`src/rtl/compare_pkg.sv`:
```
// Shared definitions for the time-multiplexed magnitude comparator.
//   state_t          : sequencer states (IDLE, CMP)
//   NS_DEF, IDX_W_DEF: slice count / index width for the default 16/4 geometry
//   idx_width()      : index width for a given slice count (never below 1)
//   resolve_cascade(): {GT, LE, EQ} one-hot from the lower-order cascade inputs
package compare_pkg;

    typedef enum logic {
        IDLE,
        CMP
    } state_t;

    function automatic int unsigned idx_width(input int unsigned ns);
        return (ns > 1) ? $clog2(ns) : 1;
    endfunction

    localparam int unsigned NS_DEF    = 16 / 4;
    localparam int unsigned IDX_W_DEF = idx_width(NS_DEF);

    // Priority IEQ > IGT > ILE; no cascade input at all resolves to equal.
    function automatic logic [2:0] resolve_cascade(input logic igt,
                                                   input logic ile,
                                                   input logic ieq);
        if (ieq)      return 3'b001;
        else if (igt) return 3'b100;
        else if (ile) return 3'b010;
        else          return 3'b001;
    endfunction

endpackage

```
`src/rtl/compare_slice.sv`:
```
// Combinational SLICE-bit unsigned magnitude compare.
//   a, b : slice operands
//   gt   : a > b
//   lt   : a < b
//   eq   : a == b
module compare_slice #(
    parameter int unsigned SLICE = 4
) (
    input  logic [SLICE-1:0] a,
    input  logic [SLICE-1:0] b,
    output logic             gt,
    output logic             lt,
    output logic             eq
);

    always_comb begin
        gt = (a > b);
        lt = (a < b);
        eq = (a == b);
    end

endmodule

```
`src/rtl/compare_seq_ctrl.sv`:
```
// Sequencer for a cascadable magnitude comparator. One shared compare slice is
// walked from the MSB slice down, stopping at the first unequal slice; the
// cascade inputs decide only when every slice is equal.
//   clk, rst      : clock, asynchronous active-high reset
//   start         : request, honoured only while idle
//   A, B          : operands, captured on the accepted start edge
//   IGT, ILE, IEQ : cascade inputs, captured with A/B
//   busy          : compare in progress
//   done          : one-cycle pulse when FGT/FLE/FEQ are updated
//   FGT, FLE, FEQ : one-hot result, held until the next done
module compare_seq_ctrl
    import compare_pkg::*;
#(
    parameter int unsigned WIDTH = 16,
    parameter int unsigned SLICE = 4
) (
    input  logic             clk,
    input  logic             rst,
    input  logic             start,
    input  logic [WIDTH-1:0] A,
    input  logic [WIDTH-1:0] B,
    input  logic             IGT,
    input  logic             ILE,
    input  logic             IEQ,
    output logic             busy,
    output logic             done,
    output logic             FGT,
    output logic             FLE,
    output logic             FEQ
);

    localparam int unsigned NS = WIDTH / SLICE;
    localparam int unsigned IW = idx_width(NS);

    state_t           state, state_nx;
    logic [IW-1:0]    idx, idx_nx;
    logic [WIDTH-1:0] a_q, b_q;
    logic             igt_q, ile_q, ieq_q;
    logic             load, finish;
    logic [2:0]       res_nx;

    logic [SLICE-1:0] sl_a, sl_b;
    logic             sl_gt, sl_lt, sl_eq;

    // Only the captured operands feed the slice, so input changes after the
    // start edge cannot disturb a running compare.
    assign sl_a = a_q[idx*SLICE +: SLICE];
    assign sl_b = b_q[idx*SLICE +: SLICE];

    compare_slice #(
        .SLICE (SLICE)
    ) u_slice (
        .a  (sl_a),
        .b  (sl_b),
        .gt (sl_gt),
        .lt (sl_lt),
        .eq (sl_eq)
    );

    assign busy = (state == CMP);

    always_comb begin
        state_nx = state;
        idx_nx   = idx;
        load     = 1'b0;
        finish   = 1'b0;
        res_nx   = {FGT, FLE, FEQ};
        case (state)
            IDLE: begin
                if (start) begin
                    load     = 1'b1;
                    idx_nx   = IW'(NS - 1);
                    state_nx = CMP;
                end
            end
            CMP: begin
                if (!sl_eq) begin
                    res_nx   = {sl_gt, sl_lt, 1'b0};
                    finish   = 1'b1;
                    state_nx = IDLE;
                end else if (idx == '0) begin
                    res_nx   = resolve_cascade(igt_q, ile_q, ieq_q);
                    finish   = 1'b1;
                    state_nx = IDLE;
                end else begin
                    idx_nx = idx - 1'b1;
                end
            end
            default: state_nx = IDLE;
        endcase
    end

    always_ff @(posedge clk or posedge rst) begin
        if (rst) begin
            state <= IDLE;
            idx   <= '0;
            done  <= 1'b0;
            a_q   <= '0;
            b_q   <= '0;
            igt_q <= 1'b0;
            ile_q <= 1'b0;
            ieq_q <= 1'b0;
            FGT   <= 1'b0;
            FLE   <= 1'b0;
            FEQ   <= 1'b0;
        end else begin
            state <= state_nx;
            idx   <= idx_nx;
            done  <= finish;
            if (load) begin
                a_q   <= A;
                b_q   <= B;
                igt_q <= IGT;
                ile_q <= ILE;
                ieq_q <= IEQ;
            end
            if (finish) begin
                {FGT, FLE, FEQ} <= res_nx;
            end
        end
    end

endmodule

```
`config.mk`:
```
export PLATFORM = sky130hd
export DESIGN_NAME = compare_seq_ctrl
export DESIGN_NICKNAME = d
export VERILOG_FILES = /design/src/rtl/compare_pkg.sv /design/src/rtl/compare_slice.sv /design/src/rtl/compare_seq_ctrl.sv
export SDC_FILE = /design/constraint.sdc
export NUM_CORES = 1
export LEC_CHECK = 0
export ABC_AREA = 1
export ABC_CLOCK_PERIOD_IN_PS = 3600
export BUFFER_PORTS_ARGS = -buffer_cell sky130_fd_sc_hd__buf_4
export CORE_MARGIN = 2
export CORE_UTILIZATION = 25
export DETAILED_ROUTE_END_ITERATION = 10
export GPL_ROUTABILITY_DRIVEN = 0
export PLACE_DENSITY = 0.48
export SYNTH_ARGS = -nofsm -noshare
export SYNTH_HDL_FRONTEND = slang
export SYNTH_HIERARCHICAL = 1
export SYNTH_SLANG_ARGS = --single-unit
```
`constraint.sdc`:
```
create_clock -name clk -period 3.6 [get_ports clk]
set_clock_uncertainty 0.1 [all_clocks]
set_input_delay 0.18 -clock clk [delete_from_list [all_inputs] [get_ports clk]]
set_output_delay 0.18 -clock clk [all_outputs]
set_load 0.01 [all_outputs]
```
==> results.ini <==
[floorplan]
die-width_um=95.8
io_pins=43
initial_core_util=0.258
core_area_mm2=0.00818
die_area_mm2=0.00918
num_rows=33
die_h_um=95.8

[timing]
finalSetupTns_ns=0
drv_slew=0
rsz0062_at_grt=no
relSlewSlack=0.405
fmax_mhz=371
worst_pin_slew_ns=0.889
period_minus_slack_ns=2.69
fin_crit_sh=0.748
hold_viol_final=21
timing.hold.ws_ns=-0.0435
layout_setup_ws_ns=0.906
setup_viol=0

[worst_setup_path]
r2r_cells=13
rr_endpoint=FGT$_DFFE_PP0P_
reg2reg_slack_ns=0.91
crit_path_start=idx[0]$_DFFE_PP0P_
critPathArrivalTime_ns=2.78
crit_path_end=FGT$_DFFE_PP0P_
rr_startpoint=idx[0]$_DFFE_PP0P_
crit_fanout=29
critical_path_required_ns=3.69
crit_path_end_kind=register
crit_type=reg -> reg
critPathLaunchType=register

[drt]
wl_per_cell_um=12.0
drc=0
drt-vias-per-instance=4.37
ant_nets=0
drt-pass1-iter-count=6
vias=1766
wl_mm=4.84
drt_iter0_drc=99

[final_layout]
final_util=0.314
nets=341
area_growth_pct=21.8
drive_gt1_frac=0.214
diodes=0
final_area_mm2=0.00257
layout_commonest_cell=nand2_1
final_cell_mix=nand2_1 (85), buf_4 (43), dfrtp_1 (42), nor2_1 (26)
final.fill_count=902

[clock_network]
worstSkewPairLatency_ns=0.29
htree_levels=2
clock_sinks=42
clockBufferDepth=2
cts_root_buf=clkbuf_8
post_cts_buffers=0
cts_made_buffers=5
cts_tree=yes
holdBufCountCts=0
clkTransAtPathRegs_ns=0.08
cts_resized=0

[synth]
synthCells=261
ys_types=20
ys_ff_latch=42
synth.avg_cell_area_um2=8.08
yosysWarnings=6
syn_nets=304
ys_seq_area_frac=0.499
synthesis.area_mm2=0.00211

[grt]
grt_max_degree=50
grt_overflow=0
grt_usage=0.116
grt_pass1_wl_mm=8.27
grt_pass1_vias=1685
grt_antenna_before_repair=0

[place]
detailed_place_hpwl_mm=3.52
placed_area_mm2=0.00248
pre_cts_slack_ns=0.947
port_buffers=42

[power_and_ir_drop]
power_leakage_nw=1.35
ir_worst_vdd_uv=264
powerDensity_mw_per_mm2=836
power.total_mw=2.15

[min_path]
hold_class=in -> async

[run_status]
violations=hold timing
status=finished with violations

[flow_run]
max_cap_violations=0

## synth_stat cells, drive strengths merged
cell    number  share of area
nand2       87           0.16
o21ai        7          0.017
nand3       25          0.059
buf         12          0.039
clkbuf       1         0.0018
or2          1         0.0030
a21oi       16          0.040
and2         1         0.0030
nor2        26          0.046
ha           5          0.030
o211ai      11          0.058
dfrtp       42           0.50
inv         27          0.048
## worst max-delay path, cell delays in order, from the launching register on
cell	delay (ns)
dfrtp_1	0.45
inv_2	0.41
nor2_1	0.09
nor2_1	0.10
o21ai_0	0.09
nand2_1	0.06
inv_1	0.04
ha_1	0.28
nand2_1	0.07
nor2_1	0.39
a21oi_1	0.07
or2_2	0.29
nand3_1	0.08
nand2_1	0.05
## where the power goes
group | internal (mW) | total, mW | leakage, nW | switching (mW)
Clock | 0.155 | 0.315 | 0.0482 | 0.161
Combinational | 0.403 | 1.00 | 0.807 | 0.597
Sequential | 0.684 | 0.832 | 0.498 | 0.148
## through the flow
stage	hold WS [ns]	std cells
after floorplan	0.225	261
after global routing	0.0133	404
final	-0.0435	404
after detailed placement	0.317	396
after global placement	0.316	396
after CTS	0.000378	404
## area by class of cell
| cell class | instances | area [um2] | area share |
|---|---|---|---|
| multi-input combinational | 179 | 871 | 0.339 |
| clock buffer | 7 | 86.3 | 0.0336 |
| inverter | 27 | 101 | 0.0395 |
| clock inverter | 1 | 5.00 | 0.00195 |
| tap | 105 | 131 | 0.0511 |
| sequential | 42 | 1050 | 0.409 |
| timing repair buffer | 43 | 323 | 0.126 |
## sequential cells by signal, summed over array words and instances (netlist names)
signal  cells
b_q        16
igt_q       1
ieq_q       1
idx         2
a_q        16
done        1
ile_q       1
busy        1
FGT         1
FLE         1
FEQ         1
## worst min path at each step
stage | slack, ns | startpoint | cells past startpoint | endpoint
2_1_floorplan | 0.22 | A[13] | 2 | a_q[13]$_DFFE_PP0P_
3_3_place_gp | 0.32 | A[3] | 3 | a_q[3]$_DFFE_PP0P_
3_5_place_dp | 0.32 | B[13] | 3 | b_q[13]$_DFFE_PP0P_
4_1_cts | 0.0004 | rst | 2 | a_q[0]$_DFFE_PP0P_
5_1_grt | 0.01 | B[12] | 3 | b_q[12]$_DFFE_PP0P_
6_report | -0.04 | rst | 2 | a_q[6]$_DFFE_PP0P_
## cells by family (layout without fill, tap and decap cells)
group                    count (synthesis)  count (layout)  share of synthesized area
AND/OR/NAND/NOR                        140             140                      0.269
flip-flops                              42              42                      0.499
buffers and inverters                   40              78                     0.0884
AO/OA/AOI/OAI                           34              34                      0.115
adder cells (fa/ha/maj)                  5               5                     0.0297
## metal layers
| metal | global-route usage | wire, um |
|---|---|---|
| met5 | 0 | 0 |
| met4 | 0.0321 | 59 |
| met3 | 0.0258 | 222 |
| met2 | 0.179 | 2280 |
| met1 | 0.162 | 2280 |
(Power assumes the default switching activity.)
